<file path="config.mk">
export PLATFORM = sky130hd
export DESIGN_NAME = spi_inst_loader
export DESIGN_NICKNAME = d
export VERILOG_FILES = /design/src/rtl/spi_inst_loader.sv
export SDC_FILE = /design/constraint.sdc
export NUM_CORES = 1
export LEC_CHECK = 0
export CAP_MARGIN = 0
export CELL_PAD_IN_SITES_DETAIL_PLACEMENT = 0
export CELL_PAD_IN_SITES_GLOBAL_PLACEMENT = 2
export CORE_ASPECT_RATIO = 1.4
export CORE_MARGIN = 2
export CORE_UTILIZATION = 30
export CTS_BUF_LIST = sky130_fd_sc_hd__clkbuf_2
export CTS_CLUSTER_DIAMETER = 200
export DETAILED_ROUTE_END_ITERATION = 7
export DONT_BUFFER_PORTS = 1
export PLACE_DENSITY = 0.72
export SYNTH_ARGS = -nofsm -noshare
export SYNTH_HDL_FRONTEND = slang
export SYNTH_SLANG_ARGS = --single-unit
</file>
<file path="constraint.sdc">
create_clock -name clk_i -period 4.5 [get_ports clk_i]
set_clock_uncertainty 0.15 [all_clocks]
set_input_delay 0.225 -clock clk_i [delete_from_list [all_inputs] [get_ports clk_i]]
set_output_delay 0.225 -clock clk_i [all_outputs]
set_load 0.03 [all_outputs]
</file>
<file path="src/rtl/spi_inst_loader.sv">
// spi_inst_loader: SPI program-load deserializer.
// Shifts in 32-bit words MSB-first, one bit per clk_i, while sel_i is high.
// Each completed word is written to consecutive word addresses through a
// req/gnt memory port. A one-entry holding register absorbs memory
// back-pressure, and a sticky flag reports words dropped while it was full.
// Optional feature: define SPI_LOADER_CHECKSUM_EN to add checksum_o, the XOR
// of every word granted since the last load start.
module spi_inst_loader #(
   parameter int unsigned           DATA_WIDTH = 32,
   parameter int unsigned           ADDR_WIDTH = 32,
   parameter logic [ADDR_WIDTH-1:0] BASE_ADDR  = '0
) (
   input  logic                  clk_i,
   input  logic                  rst_i,
   input  logic                  sel_i,
   input  logic                  spi_ss_i,
   input  logic                  spi_mosi_i,
   output logic                  mem_req_o,
   input  logic                  mem_gnt_i,
   output logic                  mem_we_o,
   output logic [ADDR_WIDTH-1:0] mem_addr_o,
   output logic [DATA_WIDTH-1:0] mem_wdata_o,
   output logic [31:0]           word_count_o,
   output logic                  overflow_o,
   output logic                  busy_o
`ifdef SPI_LOADER_CHECKSUM_EN
   ,output logic [31:0]          checksum_o
`endif
);

   localparam int unsigned CW = $clog2(DATA_WIDTH);
   localparam logic [CW-1:0] LAST_BIT = CW'(DATA_WIDTH - 1);

   typedef enum logic {
      S_IDLE = 1'b0,
      S_RECV = 1'b1
   } state_e;

   state_e                 state_q;
   logic                   sel_q;
   logic [CW-1:0]          bit_cnt_q;
   logic [DATA_WIDTH-2:0]  shift_q;
   logic                   pend_q;
   logic [ADDR_WIDTH-1:0]  addr_q;
   logic [DATA_WIDTH-1:0]  wdata_q;
   logic [31:0]            count_q;
   logic                   ovf_q;
`ifdef SPI_LOADER_CHECKSUM_EN
   logic [31:0]            csum_q;
`endif

   logic                   shift_en;
   logic                   word_done;
   logic                   grant;
   logic [DATA_WIDTH-1:0]  word_d;

   // Decode this edge's events: a bit shifted, a word completed, a grant taken.
   always_comb begin
      shift_en  = (state_q == S_RECV) && sel_i && !spi_ss_i;
      word_done = shift_en && (bit_cnt_q == LAST_BIT);
      word_d    = {shift_q, spi_mosi_i};
      grant     = pend_q && mem_gnt_i;
   end

   // Load FSM, shift register, holding register and status counters.
   always_ff @(posedge clk_i) begin
      if (rst_i) begin
         state_q   <= S_IDLE;
         sel_q     <= 1'b0;
         bit_cnt_q <= '0;
         shift_q   <= '0;
         pend_q    <= 1'b0;
         addr_q    <= BASE_ADDR;
         wdata_q   <= '0;
         count_q   <= '0;
         ovf_q     <= 1'b0;
`ifdef SPI_LOADER_CHECKSUM_EN
         csum_q    <= '0;
`endif
      end else begin
         sel_q <= sel_i;

         // Retire the held word; the pointer wraps naturally, the count saturates.
         if (grant) begin
            addr_q <= addr_q + ADDR_WIDTH'(4);
            if (count_q != 32'hFFFF_FFFF) begin
               count_q <= count_q + 32'd1;
            end
`ifdef SPI_LOADER_CHECKSUM_EN
            csum_q <= csum_q ^ 32'(wdata_q);
`endif
         end

         // A completed word loads only if the slot is free or freeing this edge.
         if (word_done) begin
            if (!pend_q || grant) begin
               wdata_q <= word_d;
               pend_q  <= 1'b1;
            end else begin
               ovf_q <= 1'b1;
            end
         end else if (grant) begin
            pend_q <= 1'b0;
         end

         case (state_q)
            S_IDLE: begin
               bit_cnt_q <= '0;
               if (sel_i && !sel_q) begin
                  state_q <= S_RECV;
                  addr_q  <= BASE_ADDR;
                  count_q <= '0;
                  ovf_q   <= 1'b0;
`ifdef SPI_LOADER_CHECKSUM_EN
                  csum_q  <= '0;
`endif
               end
            end
            S_RECV: begin
               if (!sel_i) begin
                  // Partial word is abandoned; a held word still finishes.
                  state_q   <= S_IDLE;
                  bit_cnt_q <= '0;
               end else if (spi_ss_i) begin
                  bit_cnt_q <= '0;
               end else begin
                  shift_q   <= word_d[DATA_WIDTH-2:0];
                  bit_cnt_q <= (bit_cnt_q == LAST_BIT) ? '0 : bit_cnt_q + CW'(1);
               end
            end
            default: state_q <= S_IDLE;
         endcase
      end
   end

   assign mem_req_o    = pend_q;
   assign mem_we_o     = pend_q;
   assign mem_addr_o   = addr_q;
   assign mem_wdata_o  = wdata_q;
   assign word_count_o = count_q;
   assign overflow_o   = ovf_q;
   assign busy_o       = (state_q == S_RECV) || pend_q;
`ifdef SPI_LOADER_CHECKSUM_EN
   assign checksum_o   = csum_q;
`endif

endmodule

</file>
# After elaboration in Yosys (flattened, before gate mapping)
# Cells that the tools add are included.
[classes]
addsub = 3
multipliers = 0
n_div = 0
order_cmp = 0
n_eq_ne = 3
shifts = 0
mux = 21
bitwise = 2
reduce_logical = 14
[ops]
columns = ["operator", "n"]
rows = [
  ["32-bit 2-to-1 mux", 7],
  ["32-bit by 1-bit adder with 32-bit output (second input constant)", 1],
  ["32-bit by 3-bit adder with 32-bit output (second input constant)", 1],
  ["32-bit != test (second input constant)", 1],
  ["5-bit 2-to-1 mux", 3],
  ["5-bit one-hot mux with 2 select lines", 1],
  ["1-bit 2-to-1 mux", 9],
  ["5-bit by 1-bit adder with 5-bit output (second input constant)", 1],
  ["5-bit equality test (second input constant)", 1],
  ["1-bit logical AND", 5],
  ["2-bit AND reduction", 2],
  ["1-bit zero test", 3],
  ["3-bit AND reduction", 1],
  ["1-bit logical OR", 2],
  ["2-bit by 1-bit != test with 1-bit output (second input constant)", 1],
  ["1-bit inverter", 2],
  ["1-bit one-hot mux with 2 select lines", 1],
  ["2-bit nonzero test", 1],
]
[totals]
regBits = 136
latchBits = 0
ram_bits = 0
rom_bits = 0
out_inout_bits = 100
word_cells = 52
mem_count = 0

# Longest topological paths before layout
[depth]
ltp_word = 6
depth_mapped = 8
mapped_depth_nobuf = 6

# Worst setup path before layout
# No wires, ideal clock.
[synth_timing]
kind = "register -> register"
from = "reg count_q[16] (netlist: word_count_o[16])"
to = "reg count_q[27] (netlist: word_count_o[27])"
t_arrival_ps = 2131
slack_ps = 2148
stages_incl_launch_ff = 7
path_buffers = 1
synth_period_minus_slack_ps = 2352
path_cell_list = "dfxtp_1 -> nand4_2 -> nor4_4 -> or4b_1 -> buf_2 -> or3_1 -> a21oi_1"
[synth_via]
elab_chain_cells = 5
elab_cells_between_ends = 6
cone_classes = "1 x add/sub; 1 x eq/ne; 4 x mux"
[synth_rtl]
columns = ["item", "line_no", "rtl"]
rows = [
  ["from (decl)", "46", "logic [31:0] count_q;"],
  ["from (signal assigned)", "87", "count_q <= count_q + 32'd1;"],
  ["32-bit by 1-bit adder with 32-bit output / 32-bit != test (equally long branches)", "87, 86", ""],
  ["32-bit 2-to-1 mux *", "86", "if (count_q != 32'hFFFF_FFFF) begin"],
  ["32-bit 2-to-1 mux *", "84", "if (grant) begin"],
  ["32-bit 2-to-1 mux", "109", "if (sel_i && !sel_q) begin"],
  ["32-bit 2-to-1 mux *", "106", "case (state_q)"],
]
# Every way passes the cells marked *; elsewhere a longest branch is shown, timed or not.
# A chain may end at the register's enable or synchronous reset.

# Final worst setup path
# Ends and elaborated chain as after synthesis.

==> impl_results.md <==
- CP Class: flop to flop
- Root buf cell: clkbuf_2
- DR vias: 4423
- Fmax: 340 MHz
- Rows: 58
- Layout cells sized above 1: 0.0681
- Data required, critical path: 4940 ps
- Most common cell after layout, fill and taps aside: nand2_1
- Outcome: completed
- Final worst-path cycle share: 0.654
- Die ar.: 0.0192 mm^2
- Worst hold path class: input port to flop
- Largest net degree at the start of global routing: 69
- Yosys reg bits: 134
- Mapped Cells: 655
- Clock Pin Slew Worst Setup and Hold Paths: 220 ps
- Yosys Warn Count: 0
- Post-synth cell types: 38
- Gr ovfl total: 0
- Routed wire length per instance: 14.8 um
- First-pass GRT wire length: 22000 um
- Crit-path max FO: 12
- RSZ-0062 raised after global routing: false
- Hold path depth: 2
- Gpl congestion: 0.777
- Most frequent cells in the layout: 153 x nand2_1, 134 x dfxtp_1, 85 x a21oi_1
- GRT Resource Usage Total: 0.142
- Core ar.: 0.0179 mm^2
- Sequential share of the synthesized area: 0.495
- Final Slew Violations: 0
- Setup TNS: 0 ps
- Top-Level Pins: 106
- Starting DRT DRC Count: 168
- Asr flop ratio synth: 0
- Mapped Area: 0.00542 mm^2
- Worst slack at placement: 1580 ps
- Crit path time final: 2950 ps
- Total power draw: 1.94 mW
- Setup ws final: 1550 ps
- Dpl hpwl: 8780 um
- Number of remaining DRC errors: 0
- Starting density of the core: 0.304
- Post-synth EDFFs: 0
- Worst-Margin Slew: 1200 ps
- FF-to-FF path depth: 5
- Leakage: 1.82 nW
- Startpoint types: flop
- Drt pass-1 iters: 4
- Die width: 118 um
- Final nets: 659
- Worst VDD drop: 182 uV
- Die height: 163 um
- Avg Inst Size Synth: 8.28 um^2
- Post-Route WL: 13400 um
- Setup bufs post-CTS: 0
- Pwr Density: 327 mW/mm^2
- Primary FF master, synth: dfxtp_1
- Area delta synth->final: 9.46%
- Rel. slew slack: 0.199
- Max_cap viols: 0
- Crit path capture type: flop
- Vias in the first global route: 4260
- Final hold vios: 0
- Antenna violations before repair: 1
- Max clock buf depth: 2
- Htree depth: 4
- Latest clock arrival within the worst-skew pair: 680 ps
- Util after Layout: 0.332
- Vias/cell: 4.90
- Clock sinks: 134
- CTS Buf Count: 17
- Worst path arrival time: 3380 ps
- Number of buffers added on ports: 0
- TritonCTS clock tree: yes
- Routed Antenna Nets: 0
- Final Setup Violations: 0
## sequential cells by signal (all words and copies together) (netlist names)
name and count:
sel_q 1, shift_q 31, state_q 1, overflow_o 1, mem_addr_o 30, bit_cnt_q 5, word_count_o 32, mem_req_o 1
mem_wdata_o 32
## metrics by stage
step	cell area (um^2)	instances	hold slack, ps
floorplan	5430	656	155
global placement	5590	860	150
detailed placement	5590	860	151
CTS	5930	901	30.1
global route	5930	902	35.4
finish	5930	902	149
## area by class of cell
type,count,area (um^2)
fillers,1953,11900
flip-flops and latches,134,2680
multi-input cells,477,2560
well taps,240,300
repair buffers,13,140
clock inverters,13,133
clock buffers,18,90.1
inverters,6,22.5
diodes,1,2.50
## worst max-delay path: stages (launching register included)
cell     delay, ps
dfxtp_1        670
nand4_2        290
nor4_4         590
or4b_1         620
or3_1          380
a21oi_1        140
## report_power, final
group / total (mW) / switching [mW] / internal, mW
logic: 0.0421 / 0.0328 / 0.00928
clock network: 0.705 / 0.454 / 0.251
registers: 1.19 / 0.00133 / 1.19
## path summary, 6_finish.rpt
check,startpoint,endpoint,slack (ps)
worst max-delay path,word_count_o[16],word_count_o[27],1550
worst min-delay path,sel_i,sel_q,150
worst max register to register,word_count_o[16],word_count_o[27],1550
worst min register to register,shift_q[18],shift_q[19],310
## synth_stat cells (all sizes together) (3+ instances only)
| cell type | count | share of area |
|---|---|---|
| nand2 | 153 | 0.11 |
| dfxtp | 134 | 0.49 |
| a21oi | 85 | 0.078 |
| nor2 | 54 | 0.037 |
| clkbuf | 33 | 0.023 |
| xor2 | 26 | 0.042 |
| nand4 | 23 | 0.029 |
| nand3 | 21 | 0.019 |
| xnor2 | 19 | 0.031 |
| or3 | 14 | 0.016 |
| nor4 | 10 | 0.018 |
| o21ai | 10 | 0.0092 |
| and4 | 8 | 0.013 |
| o31ai | 7 | 0.0097 |
| or4 | 7 | 0.0097 |
| and2 | 6 | 0.0069 |
| and3 | 6 | 0.0069 |
| buf | 6 | 0.0067 |
| inv | 6 | 0.0042 |
| a211oi | 5 | 0.0069 |
| ha | 4 | 0.0092 |
| a21o | 3 | 0.0042 |
| or2 | 3 | 0.0035 |
## what timing repair did
item / 4_1_cts / 5_1_grt
gates resized for setup: 0 / 0
hold buffers: 10 / 0
endpoints found under the hold margin: 114 / 0
## routing by layer
layer	global-route usage	wire length (um)	share of wire
met5	0	0	0
met4	0.0548	258	0.019
met1	0.165	5790	0.43
met2	0.234	6410	0.48
met3	0.0566	911	0.068
## kinds of logic after synthesis
logic type                 synth area share
AOI/OAI and AO/OA                     0.114
xor gates and xnor gates             0.0727
adders and majority gates           0.00923
buffers and inverters                0.0337
DFF                                   0.495
other                              0.000692
and+or+nand+nor                       0.274
(Power assumes the default switching activity.)
